File: config.mk
export PLATFORM = sky130hd
export DESIGN_NAME = display_compositor
export DESIGN_NICKNAME = d
export VERILOG_FILES = /design/src/rtl/display_compositor.sv
export SDC_FILE = /design/constraint.sdc
export NUM_CORES = 1
export LEC_CHECK = 0
export BUFFER_PORTS_ARGS = -buffer_cell sky130_fd_sc_hd__buf_4
export CAP_MARGIN = 30
export CELL_PAD_IN_SITES_DETAIL_PLACEMENT = 1
export CELL_PAD_IN_SITES_GLOBAL_PLACEMENT = 2
export CORE_ASPECT_RATIO = 1.5
export CORE_MARGIN = 10
export CORE_UTILIZATION = 25
export CTS_BUF_LIST = sky130_fd_sc_hd__clkbuf_4 sky130_fd_sc_hd__clkbuf_8
export DETAILED_ROUTE_END_ITERATION = 7
export PLACE_DENSITY = 0.84
export SYNTH_ARGS = -nofsm -noshare
export SYNTH_HDL_FRONTEND = slang
export SYNTH_SLANG_ARGS = --single-unit
File: constraint.sdc
create_clock -name clk_in -period 2.6 [get_ports clk_in]
set_input_delay 0.52 -clock clk_in [delete_from_list [all_inputs] [get_ports clk_in]]
set_output_delay 0.52 -clock clk_in [all_outputs]
set_load 0.02 [all_outputs]
File: src/rtl/display_compositor.sv
// Priority compositor for NUM_LAYERS overlay streams over a camera background, with the
// START/PLAY/OVER screen FSM, frame-synchronous hit tint and a 2-stage pixel pipeline.
module display_compositor #(
  parameter int          NUM_LAYERS   = 6,
  parameter int          FIELD_XMAX   = 960,
  parameter int          FIELD_YMAX   = 640,
  parameter logic [23:0] BORDER_COLOR = 24'hFF_FF_FF,
  parameter logic [31:0] START_CODE_A = 32'h20DF_5BA4,
  parameter logic [31:0] START_CODE_B = 32'h20DF_5AA5,
  parameter int          FLASH_FRAMES = 8
) (
  input  logic                     clk_in,
  input  logic                     rst_n_in,
  input  logic [10:0]              hcount_in,
  input  logic [9:0]               vcount_in,
  input  logic                     nf_in,
  input  logic [24*NUM_LAYERS-1:0] layer_pixel_in,
  input  logic [NUM_LAYERS-1:0]    layer_valid_in,
  input  logic [23:0]              camera_pixel_in,
  input  logic                     camera_en_in,
  input  logic [23:0]              start_pixel_in,
  input  logic [31:0]              ir_in,
  input  logic                     ir_valid_in,
  input  logic                     hit_in,
  input  logic                     game_over_in,
  output logic [23:0]              pixel_out,
  output logic [10:0]              hcount_out,
  output logic [9:0]               vcount_out,
  output logic [1:0]               screen_state_out
);

  // state    | meaning
  // ST_START | start menu image shown, waiting for a start IR code
  // ST_PLAY  | game running, composite shown, hits tint the field
  // ST_OVER  | game ended, dimmed composite, start IR code returns to menu
  typedef enum logic [1:0] {
    ST_START = 2'd0,
    ST_PLAY  = 2'd1,
    ST_OVER  = 2'd2
  } state_t;

  localparam logic [11:0] L_XMAX  = 12'(FIELD_XMAX);
  localparam logic [10:0] L_YMAX  = 11'(FIELD_YMAX);
  localparam logic [3:0]  L_FLASH = 4'(FLASH_FRAMES);

  state_t      r_state, w_state_next;
  state_t      r_pend_tgt, w_pend_tgt_next;
  logic        r_pend, w_pend_next;
  logic [3:0]  r_flash, w_flash_next;
  logic        w_ir_match;

  logic [23:0] w_comp;
  logic [11:0] w_h12;
  logic [10:0] w_v11;
  logic        w_border, w_oof;

  logic [23:0] r_s1_comp, r_s1_start;
  logic        r_s1_border, r_s1_oof;
  logic [10:0] r_s1_h;
  logic [9:0]  r_s1_v;

  logic [23:0] w_tint, w_half, w_pix;
  logic [23:0] r_pixel;
  logic [10:0] r_h2;
  logic [9:0]  r_v2;

  assign w_ir_match = ir_valid_in && ((ir_in == START_CODE_A) || (ir_in == START_CODE_B));

  always_ff @(posedge clk_in) begin
    if (!rst_n_in) begin
      r_state    <= ST_START;
      r_pend     <= 1'b0;
      r_pend_tgt <= ST_START;
      r_flash    <= 4'd0;
    end else begin
      r_state    <= w_state_next;
      r_pend     <= w_pend_next;
      r_pend_tgt <= w_pend_tgt_next;
      r_flash    <= w_flash_next;
    end
  end

  // Requests latch until the frame edge; the target follows from the current state,
  // so repeated requests in one frame collapse into a single step.
  always_comb begin
    w_state_next    = r_state;
    w_pend_next     = r_pend;
    w_pend_tgt_next = r_pend_tgt;
    case (r_state)
      ST_START: if (w_ir_match) begin
        w_pend_next     = 1'b1;
        w_pend_tgt_next = ST_PLAY;
      end
      ST_PLAY: if (game_over_in) begin
        w_pend_next     = 1'b1;
        w_pend_tgt_next = ST_OVER;
      end
      ST_OVER: if (w_ir_match) begin
        w_pend_next     = 1'b1;
        w_pend_tgt_next = ST_START;
      end
      default: begin
        w_pend_next     = 1'b0;
        w_pend_tgt_next = ST_START;
        w_state_next    = ST_START;
      end
    endcase
    if (nf_in && w_pend_next) begin
      w_state_next = w_pend_tgt_next;
      w_pend_next  = 1'b0;
    end
  end

  always_comb begin
    w_flash_next = r_flash;
    if (r_state == ST_PLAY && w_state_next != ST_PLAY) begin
      w_flash_next = 4'd0;
    end else if (r_state == ST_PLAY && hit_in) begin
      w_flash_next = L_FLASH;
    end else if (nf_in && r_flash != 4'd0) begin
      w_flash_next = r_flash - 4'd1;
    end
  end

  // Lowest-index valid layer wins, so scan from the top index down.
  always_comb begin
    w_comp = camera_en_in ? camera_pixel_in : 24'h0;
    for (int i = NUM_LAYERS - 1; i >= 0; i--) begin
      if (layer_valid_in[i]) w_comp = layer_pixel_in[24*i +: 24];
    end
  end

  assign w_h12    = {1'b0, hcount_in};
  assign w_v11    = {1'b0, vcount_in};
  assign w_border = ((w_h12 == L_XMAX) && (w_v11 <= L_YMAX)) ||
                    ((w_v11 == L_YMAX) && (w_h12 <= L_XMAX));
  assign w_oof    = (w_h12 > L_XMAX) || (w_v11 > L_YMAX);

  always_ff @(posedge clk_in) begin
    if (!rst_n_in) begin
      r_s1_comp   <= 24'h0;
      r_s1_start  <= 24'h0;
      r_s1_border <= 1'b0;
      r_s1_oof    <= 1'b0;
      r_s1_h      <= 11'h0;
      r_s1_v      <= 10'h0;
    end else begin
      r_s1_comp   <= w_comp;
      r_s1_start  <= start_pixel_in;
      r_s1_border <= w_border;
      r_s1_oof    <= w_oof;
      r_s1_h      <= hcount_in;
      r_s1_v      <= vcount_in;
    end
  end

  assign w_tint = {8'hFF, 1'b0, r_s1_comp[15:9], 1'b0, r_s1_comp[7:1]};
  assign w_half = {1'b0, r_s1_comp[23:17], 1'b0, r_s1_comp[15:9], 1'b0, r_s1_comp[7:1]};

  always_comb begin
    w_pix = 24'h0;
    case (r_state)
      ST_START: w_pix = r_s1_start;
      ST_PLAY: begin
        if (r_s1_border)          w_pix = BORDER_COLOR;
        else if (r_s1_oof)        w_pix = 24'h0;
        else if (r_flash != 4'd0) w_pix = w_tint;
        else                      w_pix = r_s1_comp;
      end
      ST_OVER: begin
        if (r_s1_border)   w_pix = BORDER_COLOR;
        else if (r_s1_oof) w_pix = 24'h0;
        else               w_pix = w_half;
      end
      default: w_pix = 24'h0;
    endcase
  end

  always_ff @(posedge clk_in) begin
    if (!rst_n_in) begin
      r_pixel <= 24'h0;
      r_h2    <= 11'h0;
      r_v2    <= 10'h0;
    end else begin
      r_pixel <= w_pix;
      r_h2    <= r_s1_h;
      r_v2    <= r_s1_v;
    end
  end

  assign pixel_out        = r_pixel;
  assign hcount_out       = r_h2;
  assign vcount_out       = r_v2;
  assign screen_state_out = r_state;

endmodule

==> summary.md <==
| Metric | Value |
|---|---|
| Outcome | `complete, no violations` |
| Post-cts hold buffer count | `0` |
| Comb power frac | `22.0%` |
| Sequential share of the synthesized area | `between 40% and 50%` |
| Yosys Warn Count | `0` |
| Final worst path period share | `79.4%` |
| Finished Cell Area | `between 0.009 and 0.01 mm2` |
| Clock latency on the worst-skew pair | `460 ps` |
| Mapped cell area | `about 0.006 mm2` |
| Setup WS pre-CTS | `between 200 and 300 ps` |
| Top_reg_cell synth | `dfxtp_1` |
| Vias in the first global route | `~7000` |
| FMAX | `around 0.48 GHz` |
| Min Tclk post-route | `approximately 2100 ps` |
| Slew at the pin with the worst max-slew slack | `about 770 ps` |
| Clock transition at the registers of the reported paths | `~80 ps` |
| Post-CTS setup buffer count | `0` |
| Clock Skews | `between 10 and 15 ps` |
| Simple-gate share of the synthesized area | `21.2%` |
| Synth top area share | `between 40% and 50%` |
| Sw power | `approximately 1.5 mW` |
| Top cells by area, synth | `dfxtp_1, a21oi_1, a221oi_1` |
| Die Area | `around 0.031 mm2` |
| Worst Setup Start Kind | `flip-flop` |
| Setup ws final | `around 530 ps` |
| Largest net degree at the start of global routing | `between 70 and 80` |
| Critical Path RT | `2940 ps` |
| Xor-xnor portion of the synthesized cell area | `less than 1%` |
| Post-synth top cells | `dfxtp_1, a21oi_1, and2_1` |
| Static Leakage | `3.87 nW` |
| Filler cells | `between 2000 and 3000` |
| Most frequent cell after synthesis | `dfxtp_1` |
| Placer Congestion | `0.814` |
| Area share of fa/ha/maj cells after synthesis | `less than 1%` |
| Nets | `1266` |
| Max Cap Viol | `0` |
| Synth Area in Compound Gates | `29.6%` |
| Avg Cell Area, Syn | `8.11 um2` |
| Drt wl/cell | `between 15 and 20 um` |
| Drt pass-1 iters | `4` |
| CTS H-tree lvls | `4` |
| Max_slew headroom | `about half` |
| IR Drop Worst-Case VDD | `around 0.33 mV` |
| Antenna-violating nets left | `0` |
| CP endpoint kind | `flip-flop` |
| Global-route wire length before repair | `~40000 um` |
| CTS Buf Count | `17` |
| Type of the worst min-delay path | `primary input to flip-flop` |
| Die height | `between 200 and 250 um` |
| Congestion Overflow GR | `0` |
| HPWL after DPL | `approximately 21000 um` |
| CP Max Fanout | `23` |
| Max Root-Sink Buffers | `2` |
| CTS tree | `yes` |
| Core Area | `approximately 0.024 mm2` |
| Switching Fraction | `between 20% and 30%` |
| Layout cells sized above 1 | `roughly a third` |
| Syn Inst Count | `740` |
| PwrDens | `~600 mW/mm2` |
| EDFF count, synth | `0` |
| Final Hold Fails | `0` |
| DR iter-0 viols | `roughly 230` |
| Initial antenna violation count | `1` |
| Root buf cell | `clkbuf_8` |
| Unique masters post-synth | `47` |
| Initial Util | `about 25%` |
| Synthesis-stage register bit count | `125` |
| RSZ-0062 raised after global routing | `false` |
| Die Wd | `147 um` |
| Sequential power share | `between 30% and 40%` |
| I/O Buffers | `between 300 and 400` |
| Asr flop ratio synth | `0%` |
| Main combinational cell family by area after synthesis | `compound AO/OA/AOI/OAI gates` |
| WS Path Type | `flip-flop to flip-flop` |
| Vias per inst | `~4.9` |
| Clk sinks | `between 100 and 150` |
| Synth area leader | `dfxtp_1` |
| Setup_tns | `0 ps` |
| IO Pins | `a little over 300` |
| Mux contribution to synthesized area | `less than 1%` |
| Critical Path AT | `2410 ps` |
| Final setup viols | `0` |
| DRC Markers | `0` |
| Overall power | `5.39 mW` |
| Int Pwr | `between 3 and 4 mW` |
| Vias | `about 6500` |
| Count of final max-slew check failures | `0` |
| Area post-placement | `0.00854 mm2` |
| Mapped Nets | `roughly 1000` |
| Final wirelength | `around 27000 um` |
| Clock network power share | `about two fifths` |
| FP Rows | `69` |
| PostCTS Resize Cnt | `0` |
| Total GRT Usage | `~17%` |
| Synth-to-layout area growth | `50.4%` |
-- critical path, cell delays in order, from the launching register on --
cell and delay (ps):
dfxtp_1 340, inv_1 60, ha_1 210, or3b_2 710, o21ai_0 240, a21oi_1 90, a21oi_1 230, nor2b_1 70
-- metal layers --
metal | GRT usage, % | share of wire, %
met4 | 6.54 | 2.4
met3 | 5.77 | 7.3
met5 | 0 | 0
met1 | 18.7 | 41
met2 | 29.0 | 50
-- final timing paths --
check                                endpoint  slack, ps  depth (start not counted)              start
worst max-delay path            pixel_out[18]        530                          7         r_flash[0]
worst max register to register  pixel_out[18]        530                          7         r_flash[0]
worst min-delay path            r_s1_start[9]        270                          2  start_pixel_in[9]
worst min register to register  hcount_out[4]        440                          1          r_s1_h[4]
-- sequential cells by signal (all words and copies together) (netlist names) --
signal            count
pixel_out            24
r_s1_comp            24
r_s1_start           24
screen_state_out      2
vcount_out           10
r_flash               4
r_s1_v               10
r_s1_oof              1
r_s1_border           1
r_s1_h               11
hcount_out           11
r_pend                1
r_pend_tgt            2
-- power by group through the flow --
stage                     combinational [mW]  clock [mW]  sequential (mW)
after floorplan                        0.617           0             2.14
after global placement                  1.17           0             2.13
after detailed placement                1.20           0             2.13
after CTS                               1.21        2.19             2.09
after global routing                    1.32        2.29             2.10
final                                   1.19        2.12             2.08
-- through the flow --
stage	instances	util, %	hold WS (ps)
2_1_floorplan	740	-	412
3_3_place_gp	1306	36.0	413
3_5_place_dp	1307	36.1	420
4_1_cts	1339	38.2	226
5_1_grt	1340	38.2	234
6_report	1340	38.2	266
-- logic make-up (layout without fill, tap and decap cells) --
family | after synthesis | in the layout
buffers and inverters | 102 | 382
other | 0 | 1
multiplexers | 3 | 3
AND/OR/NAND/NOR | 232 | 232
AO/OA/AOI/OAI | 275 | 275
adder cells (fa/ha/maj) | 1 | 1
flip-flops | 125 | 125
XOR/XNOR | 2 | 2
-- area by class of cell --
| type | count | area (um2) | area share, % |
|---|---|---|---|
| clock inverters | 13 | 235 | 2.60 |
| repair buffers | 316 | 2390 | 26.5 |
| inverters | 34 | 128 | 1.41 |
| multi-input cells | 513 | 3120 | 34.5 |
| well taps | 319 | 399 | 4.42 |
| diodes | 1 | 2.50 | 0.0277 |
| clock buffers | 19 | 255 | 2.83 |
| flip-flops and latches | 125 | 2500 | 27.7 |
-- placed cells by master, fill, tap and decap left out, types with 27 or more instances in the layout --
cell      count
a21oi_1      92
a221oi_1     48
and2_1       67
buf_4       314
dfxtp_1     124
inv_1        34
nand2_1      54
nor2_1       39
nor2b_1      27
o21ai_0      52
Power figures use the tool's default switching activity.
